$ cat src/rtl/hp_to_int_pkg.sv
// Shared fp16 definitions: field widths, exception bit positions, converter FSM states
// and the classification record produced by hp_classify.
package hp_to_int_pkg;
   localparam int EXP_W    = 5;
   localparam int FRAC_W   = 10;
   localparam int EXP_BIAS = 15;
   localparam int EXP_MAX  = 31;
   localparam int INT_W    = 16;
   localparam int CNT_W    = 4;

   localparam int EXC_INVALID  = 2;
   localparam int EXC_OVERFLOW = 1;
   localparam int EXC_INEXACT  = 0;

   localparam logic [INT_W-1:0] SAT_POS = 16'h7FFF;
   localparam logic [INT_W-1:0] SAT_NEG = 16'h8000;

   typedef enum logic [1:0] {
      IDLE  = 2'd0,
      SHIFT = 2'd1,
      ROUND = 2'd2,
      DONE  = 2'd3
   } state_t;

   typedef struct packed {
      logic              sign;
      logic [EXP_W-1:0]  exp;
      logic [FRAC_W-1:0] frac;
      logic              is_nan;
      logic              is_inf;
      logic              is_tiny;   // zero or subnormal
      logic              is_big;    // finite, |x| >= 2^15
      logic              shl;       // significand must move left
      logic [CNT_W-1:0]  count;
   } cls_t;
endpackage

$ cat src/rtl/hp_to_int_if.sv
// Operand and result handshakes of the fp16-to-integer converter.
interface hp_to_int_if;
   logic        in_valid;
   logic        in_ready;
   logic [15:0] hp_in;
   logic        rnd_mode;
   logic        out_valid;
   logic        out_ready;
   logic [15:0] int_out;
   logic [2:0]  exceptions;

   modport master (
      output in_valid, hp_in, rnd_mode, out_ready,
      input  in_ready, out_valid, int_out, exceptions
   );

   modport slave (
      input  in_valid, hp_in, rnd_mode, out_ready,
      output in_ready, out_valid, int_out, exceptions
   );
endinterface

$ cat src/rtl/hp_classify.sv
// Combinational fp16 unpack: special-case flags plus the alignment shift needed to
// place the integer point at bit 0 of a 16-bit magnitude.
module hp_classify
   import hp_to_int_pkg::*;
#(
   parameter int BIAS = 15,
   parameter int CAP  = 12
) (
   input  logic [15:0] hp,
   output cls_t        cls
);
   int unsigned e_val;

   always_comb begin
      cls         = '0;
      cls.sign    = hp[15];
      cls.exp     = hp[14:10];
      cls.frac    = hp[9:0];
      e_val       = int'(cls.exp);
      cls.is_nan  = (e_val == EXP_MAX) && (cls.frac != '0);
      cls.is_inf  = (e_val == EXP_MAX) && (cls.frac == '0);
      cls.is_tiny = (e_val == 0);
      cls.is_big  = (e_val != EXP_MAX) && (e_val >= BIAS + INT_W - 1);
      cls.shl     = (e_val >= BIAS + FRAC_W);
      // Right shifts past CAP only feed sticky, so they are clipped.
      if (cls.shl)
         cls.count = CNT_W'(e_val - BIAS - FRAC_W);
      else if (BIAS + FRAC_W - e_val > CAP)
         cls.count = CNT_W'(CAP);
      else
         cls.count = CNT_W'(BIAS + FRAC_W - e_val);
   end
endmodule

$ cat src/rtl/hp_to_int.sv
// fp16 to signed 16-bit integer converter: iterative one-bit aligner, truncate or
// round-to-nearest-even, saturation and exception flags over valid/ready.
module hp_to_int #(
   parameter int EXP_BIAS  = hp_to_int_pkg::EXP_BIAS,
   parameter int SHIFT_CAP = 12
) (
   input logic         clk,
   input logic         rst,
   hp_to_int_if.slave  bus
);
   import hp_to_int_pkg::*;

   cls_t cls;

   hp_classify #(.BIAS(EXP_BIAS), .CAP(SHIFT_CAP)) u_classify (
      .hp  (bus.hp_in),
      .cls (cls)
   );

   state_t           state_reg, state_next;
   logic             sign_reg, sign_next;
   logic             rnd_reg, rnd_next;
   logic             shl_reg, shl_next;
   logic             guard_reg, guard_next;
   logic             sticky_reg, sticky_next;
   logic [INT_W-1:0] mag_reg, mag_next;
   logic [INT_W-1:0] res_reg, res_next;
   logic [CNT_W-1:0] count_reg, count_next;
   logic [2:0]       exc_reg, exc_next;
   logic [INT_W-1:0] rounded;
   logic             inc;

   always_comb begin
      state_next  = state_reg;
      sign_next   = sign_reg;
      rnd_next    = rnd_reg;
      shl_next    = shl_reg;
      guard_next  = guard_reg;
      sticky_next = sticky_reg;
      mag_next    = mag_reg;
      res_next    = res_reg;
      count_next  = count_reg;
      exc_next    = exc_reg;
      inc         = 1'b0;
      rounded     = mag_reg;
      case (state_reg)
         IDLE: begin
            if (bus.in_valid && bus.in_ready) begin
               sign_next = cls.sign;
               rnd_next  = bus.rnd_mode;
               exc_next  = '0;
               if (cls.is_nan) begin
                  res_next               = SAT_POS;
                  exc_next[EXC_INVALID]  = 1'b1;
                  state_next             = DONE;
               end else if (cls.is_inf) begin
                  res_next               = cls.sign ? SAT_NEG : SAT_POS;
                  exc_next[EXC_OVERFLOW] = 1'b1;
                  state_next             = DONE;
               end else if (cls.is_tiny) begin
                  res_next               = '0;
                  exc_next[EXC_INEXACT]  = (cls.frac != '0);
                  state_next             = DONE;
               end else if (cls.is_big) begin
                  // -32768 is the one big value that is exactly representable.
                  res_next               = cls.sign ? SAT_NEG : SAT_POS;
                  exc_next[EXC_OVERFLOW] = !(cls.sign && (int'(cls.exp) == EXP_MAX - 1)
                                             && (cls.frac == '0));
                  state_next             = DONE;
               end else begin
                  mag_next    = INT_W'({1'b1, cls.frac});
                  guard_next  = 1'b0;
                  sticky_next = 1'b0;
                  count_next  = cls.count;
                  shl_next    = cls.shl;
                  state_next  = (cls.count == '0) ? ROUND : SHIFT;
               end
            end
         end
         SHIFT: begin
            if (shl_reg) begin
               mag_next = mag_reg << 1;
            end else begin
               mag_next    = mag_reg >> 1;
               guard_next  = mag_reg[0];
               sticky_next = sticky_reg | guard_reg;
            end
            count_next = count_reg - CNT_W'(1);
            if (count_reg == CNT_W'(1))
               state_next = ROUND;
         end
         ROUND: begin
            inc                   = rnd_reg & guard_reg & (sticky_reg | mag_reg[0]);
            rounded               = mag_reg + INT_W'(inc);
            res_next              = sign_reg ? (~rounded + INT_W'(1)) : rounded;
            exc_next              = '0;
            exc_next[EXC_INEXACT] = guard_reg | sticky_reg;
            state_next            = DONE;
         end
         DONE: begin
            if (bus.out_ready)
               state_next = IDLE;
         end
         default: state_next = IDLE;
      endcase
   end

   always_ff @(posedge clk or posedge rst) begin
      if (rst) begin
         state_reg  <= IDLE;
         sign_reg   <= 1'b0;
         rnd_reg    <= 1'b0;
         shl_reg    <= 1'b0;
         guard_reg  <= 1'b0;
         sticky_reg <= 1'b0;
         mag_reg    <= '0;
         res_reg    <= '0;
         count_reg  <= '0;
         exc_reg    <= '0;
      end else begin
         state_reg  <= state_next;
         sign_reg   <= sign_next;
         rnd_reg    <= rnd_next;
         shl_reg    <= shl_next;
         guard_reg  <= guard_next;
         sticky_reg <= sticky_next;
         mag_reg    <= mag_next;
         res_reg    <= res_next;
         count_reg  <= count_next;
         exc_reg    <= exc_next;
      end
   end

   assign bus.in_ready   = (state_reg == IDLE) & ~rst;
   assign bus.out_valid  = (state_reg == DONE);
   assign bus.int_out    = res_reg;
   assign bus.exceptions = exc_reg;
endmodule

$ cat src/flat_wrapper.sv
// flat-port wrapper written by rule: the top's interface ports become plain ports
module hp_to_int_flat import hp_to_int_pkg::*;
#(
   parameter int EXP_BIAS  = hp_to_int_pkg::EXP_BIAS,
   parameter int SHIFT_CAP = 12
)
  (clk, rst, bus_in_valid, bus_hp_in, bus_rnd_mode, bus_out_ready, bus_in_ready, bus_out_valid, bus_int_out, bus_exceptions);
  hp_to_int_if bus_i ();
  input logic clk;
  input logic rst;
  input wire logic [$bits(bus_i.in_valid)-1:0] bus_in_valid;
  input wire logic [$bits(bus_i.hp_in)-1:0] bus_hp_in;
  input wire logic [$bits(bus_i.rnd_mode)-1:0] bus_rnd_mode;
  input wire logic [$bits(bus_i.out_ready)-1:0] bus_out_ready;
  output wire logic [$bits(bus_i.in_ready)-1:0] bus_in_ready;
  output wire logic [$bits(bus_i.out_valid)-1:0] bus_out_valid;
  output wire logic [$bits(bus_i.int_out)-1:0] bus_int_out;
  output wire logic [$bits(bus_i.exceptions)-1:0] bus_exceptions;
  assign bus_i.in_valid = bus_in_valid;
  assign bus_i.hp_in = bus_hp_in;
  assign bus_i.rnd_mode = bus_rnd_mode;
  assign bus_i.out_ready = bus_out_ready;
  assign bus_in_ready = bus_i.in_ready;
  assign bus_out_valid = bus_i.out_valid;
  assign bus_int_out = bus_i.int_out;
  assign bus_exceptions = bus_i.exceptions;
  hp_to_int #(.EXP_BIAS(EXP_BIAS), .SHIFT_CAP(SHIFT_CAP)) u_core (.clk(clk), .rst(rst), .bus(bus_i));
endmodule
$ cat config.mk
export PLATFORM = sky130hd
export DESIGN_NAME = hp_to_int_flat
export DESIGN_NICKNAME = d
export VERILOG_FILES = /design/src/rtl/hp_to_int_pkg.sv /design/src/rtl/hp_to_int_if.sv /design/src/rtl/hp_classify.sv /design/src/rtl/hp_to_int.sv /design/src/flat_wrapper.sv
export SDC_FILE = /design/constraint.sdc
export NUM_CORES = 1
export LEC_CHECK = 0
export CAP_MARGIN = 20
export CORE_AREA = 8 8 107 109
export DETAILED_ROUTE_END_ITERATION = 10
export DIE_AREA = 0 0 115 117
export SYNTH_ARGS = -nofsm -noshare
export SYNTH_HDL_FRONTEND = slang
export SYNTH_SLANG_ARGS = --single-unit
$ cat constraint.sdc
create_clock -name clk -period 4.3 [get_ports clk]
set_input_delay 0.86 -clock clk [delete_from_list [all_inputs] [get_ports clk]]
set_output_delay 0.86 -clock clk [all_outputs]
set_load 0.05 [all_outputs]
==> results.py <==
metrics = {
    "die": {
        "fp.dieW_um": 115,
        "design.core.area_mm2": 0.00991,
        "num_rows": 37,
        "ioPinCount": 42,
        "die-area_mm2": 0.0135,
        "fp.dieH_um": 117,
        "initial_core_util_pct": 38.7,
    },
    "layout": {
        "antenna_cells": 0,
        "num-nets-final": 534,
        "ff_latch_area_mm2": 0.00115,
        "area_growth_pct": 14.9,
        "design_area_mm2": 0.00440,
        "layout-drive-gt1-share_pct": 5.23,
        "fillers": 1014,
        "layoutNonFillerInstCount": 633,
        "multi_input_area_mm2": 0.00245,
    },
    "clocking": {
        "postCtsSetupRepairBufs": 0,
        "clockBufferDepth": 2,
        "clkSinkCount": 46,
        "cts_tree": "done",
        "ctsHoldBuffers": 0,
        "ctsRootBufferMaster": "clkbuf_8",
        "insertion_delay_ns": 0.30,
        "htreeDepth": 2,
        "clkSlewWorstSetupHoldPaths_ns": 0.09,
        "cts-resized-gates": 0,
        "cts_made_buffers": 5,
    },
    "synth": {
        "synth-seq-area-share_pct": 30.0,
        "yosysTopAreaCell": "dfrtp_1",
        "synth_ff_type": "dfrtp_1",
        "synth_common_cells": "nand2_1 (48), dfrtp_1 (46), nor2_1 (42)",
        "syn-instance-count": 481,
        "synth_warnings": 0,
        "postSynth.asyncResetShare_pct": 100,
        "synth-edff-count": 0,
        "syn_avg_cell_area_um2": 7.97,
        "ys_ff_latch": 46,
        "synth_top_area_share_pct": 30.0,
        "synth.area.top_cells": "dfrtp_1 (30%), ha_1 (5.6%), xnor2_1 (5.0%)",
        "synth_cell_types": 61,
        "netlist_area_mm2": 0.00383,
        "syn_nets": 519,
        "synth.most_common_cell": "nand2_1",
    },
    "power_and_ir_drop": {
        "pwr-share-seq_pct": 31.8,
        "clock_power_share_pct": 9.4,
        "p_leak_nw": 1.69,
        "power_mw": 2.98,
        "combPwrFrac_pct": 58.8,
        "pwr_density_cell_mw_per_mm2": 677,
        "p_int_mw": 1.45,
        "switchingPower_mw": 1.53,
        "max-vdd-ir-drop_v": 0.000227,
        "swShare_pct": 51.3,
    },
    "worst_setup_path": {
        "worst-path-max-fanout": 16,
        "arrival_ns": 3.78,
        "crit_type": "reg2reg",
        "start_kind": "register",
        "cp.required_ns": 4.51,
        "end_kind": "register",
    },
    "sta": {
        "max_freq_ghz": 0.280,
        "rsz0062_at_grt": "false",
        "finalWorstSetupSlack_ns": 0.723,
        "clock_skew_ns": 0.00938,
        "finalSetupViolCount": 0,
        "tightest_slew_ns": 0.896,
        "fin_tns_setup_ns": 0,
        "period_needed_ns": 3.58,
        "timing.final.max_slew_violations": 0,
        "relSlewSlack_pct": 40.3,
        "finalCritPeriodShare_pct": 83.2,
        "hold_viol_final": 0,
    },
    "global_routing": {
        "grtUsageMet3_pct": 2.05,
        "use_met2_pct": 24.2,
        "grt_max_degree": 47,
        "grt-ovfl-total": 0,
        "grt_use_total_pct": 15.2,
        "grt_busiest_layer": "met2",
        "first_global_vias": 3287,
        "antenna_found_initial": 0,
        "globalRouteMet1Util_pct": 21.4,
        "grt_pass1_wl_mm": 16.6,
    },
    "route": {
        "vias": 3553,
        "totalWireLength_mm": 10.2,
        "wire_per_inst_um": 16.0,
        "drcViolationCount": 0,
        "drt_iter0_drc": 250,
        "drt-pass1-iter-count": 5,
        "postRouteAntennaNets": 0,
        "via_per_inst": 5.61,
    },
    "worst_hold_path": {
        "hp-class": "reg2reg",
    },
    "placement": {
        "dpl_cell_area_mm2": 0.00429,
        "dp_cells": 624,
        "gp_congestion": 0.856,
        "dp_slack_ns": 0.631,
        "port-buffer-count": 41,
        "dp_hpwl_mm": 7.46,
    },
    "status": {
        "status": "finished, final reports clean",
    },
    "run": {
        "cap_violations": 0,
    },
}
-- critical path: stages (launching register included) --
cell and delay (ns):
dfrtp_1 0.44, o211a_1 0.24, ha_1 0.34, ha_1 0.45
and3_4 0.28, or4_1 0.43, a2111o_1 0.54, o41ai_4 0.43
a21oi_1 0.11, o31ai_1 0.23
-- layout by cell type (no fill, tap or decap), drive strengths merged, types with 3 or more instances in the layout --
master	n
nand2	48
dfrtp	46
nor2	42
clkdlybuf4s50	41
o21ai	38
a21oi	36
xnor2	22
mux2i	18
ha	17
inv	17
nand3	12
a31oi	11
nor4	10
o31ai	10
nor3	9
nand4	8
and3	8
a211oi	7
and4	7
clkbuf	7
buf	7
and2	6
xor2	4
a311oi	4
nor2b	4
or2	3
o21a	3
a41oi	3
or3	3
a21o	3
nand2b	3
-- through the flow --
stage | hold WS (ns) | util [%]
finish | 0.485 | 44.5
global route | 0.510 | 44.5
CTS | 0.492 | 44.3
detailed placement | 0.469 | 43.3
global placement | 0.466 | 43.3
floorplan | 0.446 | -
-- layout make-up --
class,count,share of cell area (%)
Multi-Input combinational cell,377,55.6
Sequential cell,46,26.1
Timing Repair Buffer,48,10.8
Tap cell,136,3.86
Clock buffer,7,1.96
Inverter,18,1.53
Clock inverter,1,0.114
-- power by group through the flow --
stage	clock (mW)	combinational (mW)	sequential, mW
5_1_grt	0.307	1.93	0.989
3_3_place_gp	0	1.74	0.940
2_1_floorplan	0	1.21	1.02
4_1_cts	0.289	1.76	0.942
6_report	0.280	1.75	0.948
3_5_place_dp	0	1.75	0.950
-- logic make-up (layout without fill, tap and decap cells) --
logic type	Yosys count	after routing	share of synthesized area, %
AO/OA/AOI/OAI	143	143	24.8
AND/OR/NAND/NOR	172	172	22.6
XOR/XNOR	26	26	5.94
flip-flops	46	46	30.0
buffers and inverters	58	74	6.07
adder cells (fa/ha/maj)	17	17	5.55
multiplexers	19	19	5.00
-- path summary, 6_finish.rpt --
path / startpoint / to / slack (ns) / cells past startpoint
setup / recovery: u_core.mag_reg[0]$_DFFE_PP0P_ / u_core.bus.int_out[15]$_DFFE_PP0P_ / 0.72 / 9
hold / removal: u_core.bus.int_out[3]$_DFFE_PP0P_ / u_core.bus.int_out[3]$_DFFE_PP0P_ / 0.48 / 1
setup reg to reg: u_core.mag_reg[0]$_DFFE_PP0P_ / u_core.bus.int_out[15]$_DFFE_PP0P_ / 0.72 / 9
hold reg to reg: u_core.bus.int_out[3]$_DFFE_PP0P_ / u_core.bus.int_out[3]$_DFFE_PP0P_ / 0.48 / 1
max in group asynchronous: rst / u_core.mag_reg[15]$_DFFE_PP0P_ / 2.93 / 3
min in group asynchronous: rst / u_core.bus.exceptions[2]$_DFFE_PP0P_ / 0.88 / 2
-- per-layer routing --
metal | up-vias | wire length (µm)
met5 | - | 0
met2 | 106 | 4550
met1 | 1657 | 5070
met4 | 0 | 70
li1 | 1784 | -
met3 | 6 | 460
No activity file was read; power rests on OpenSTA's default activity.
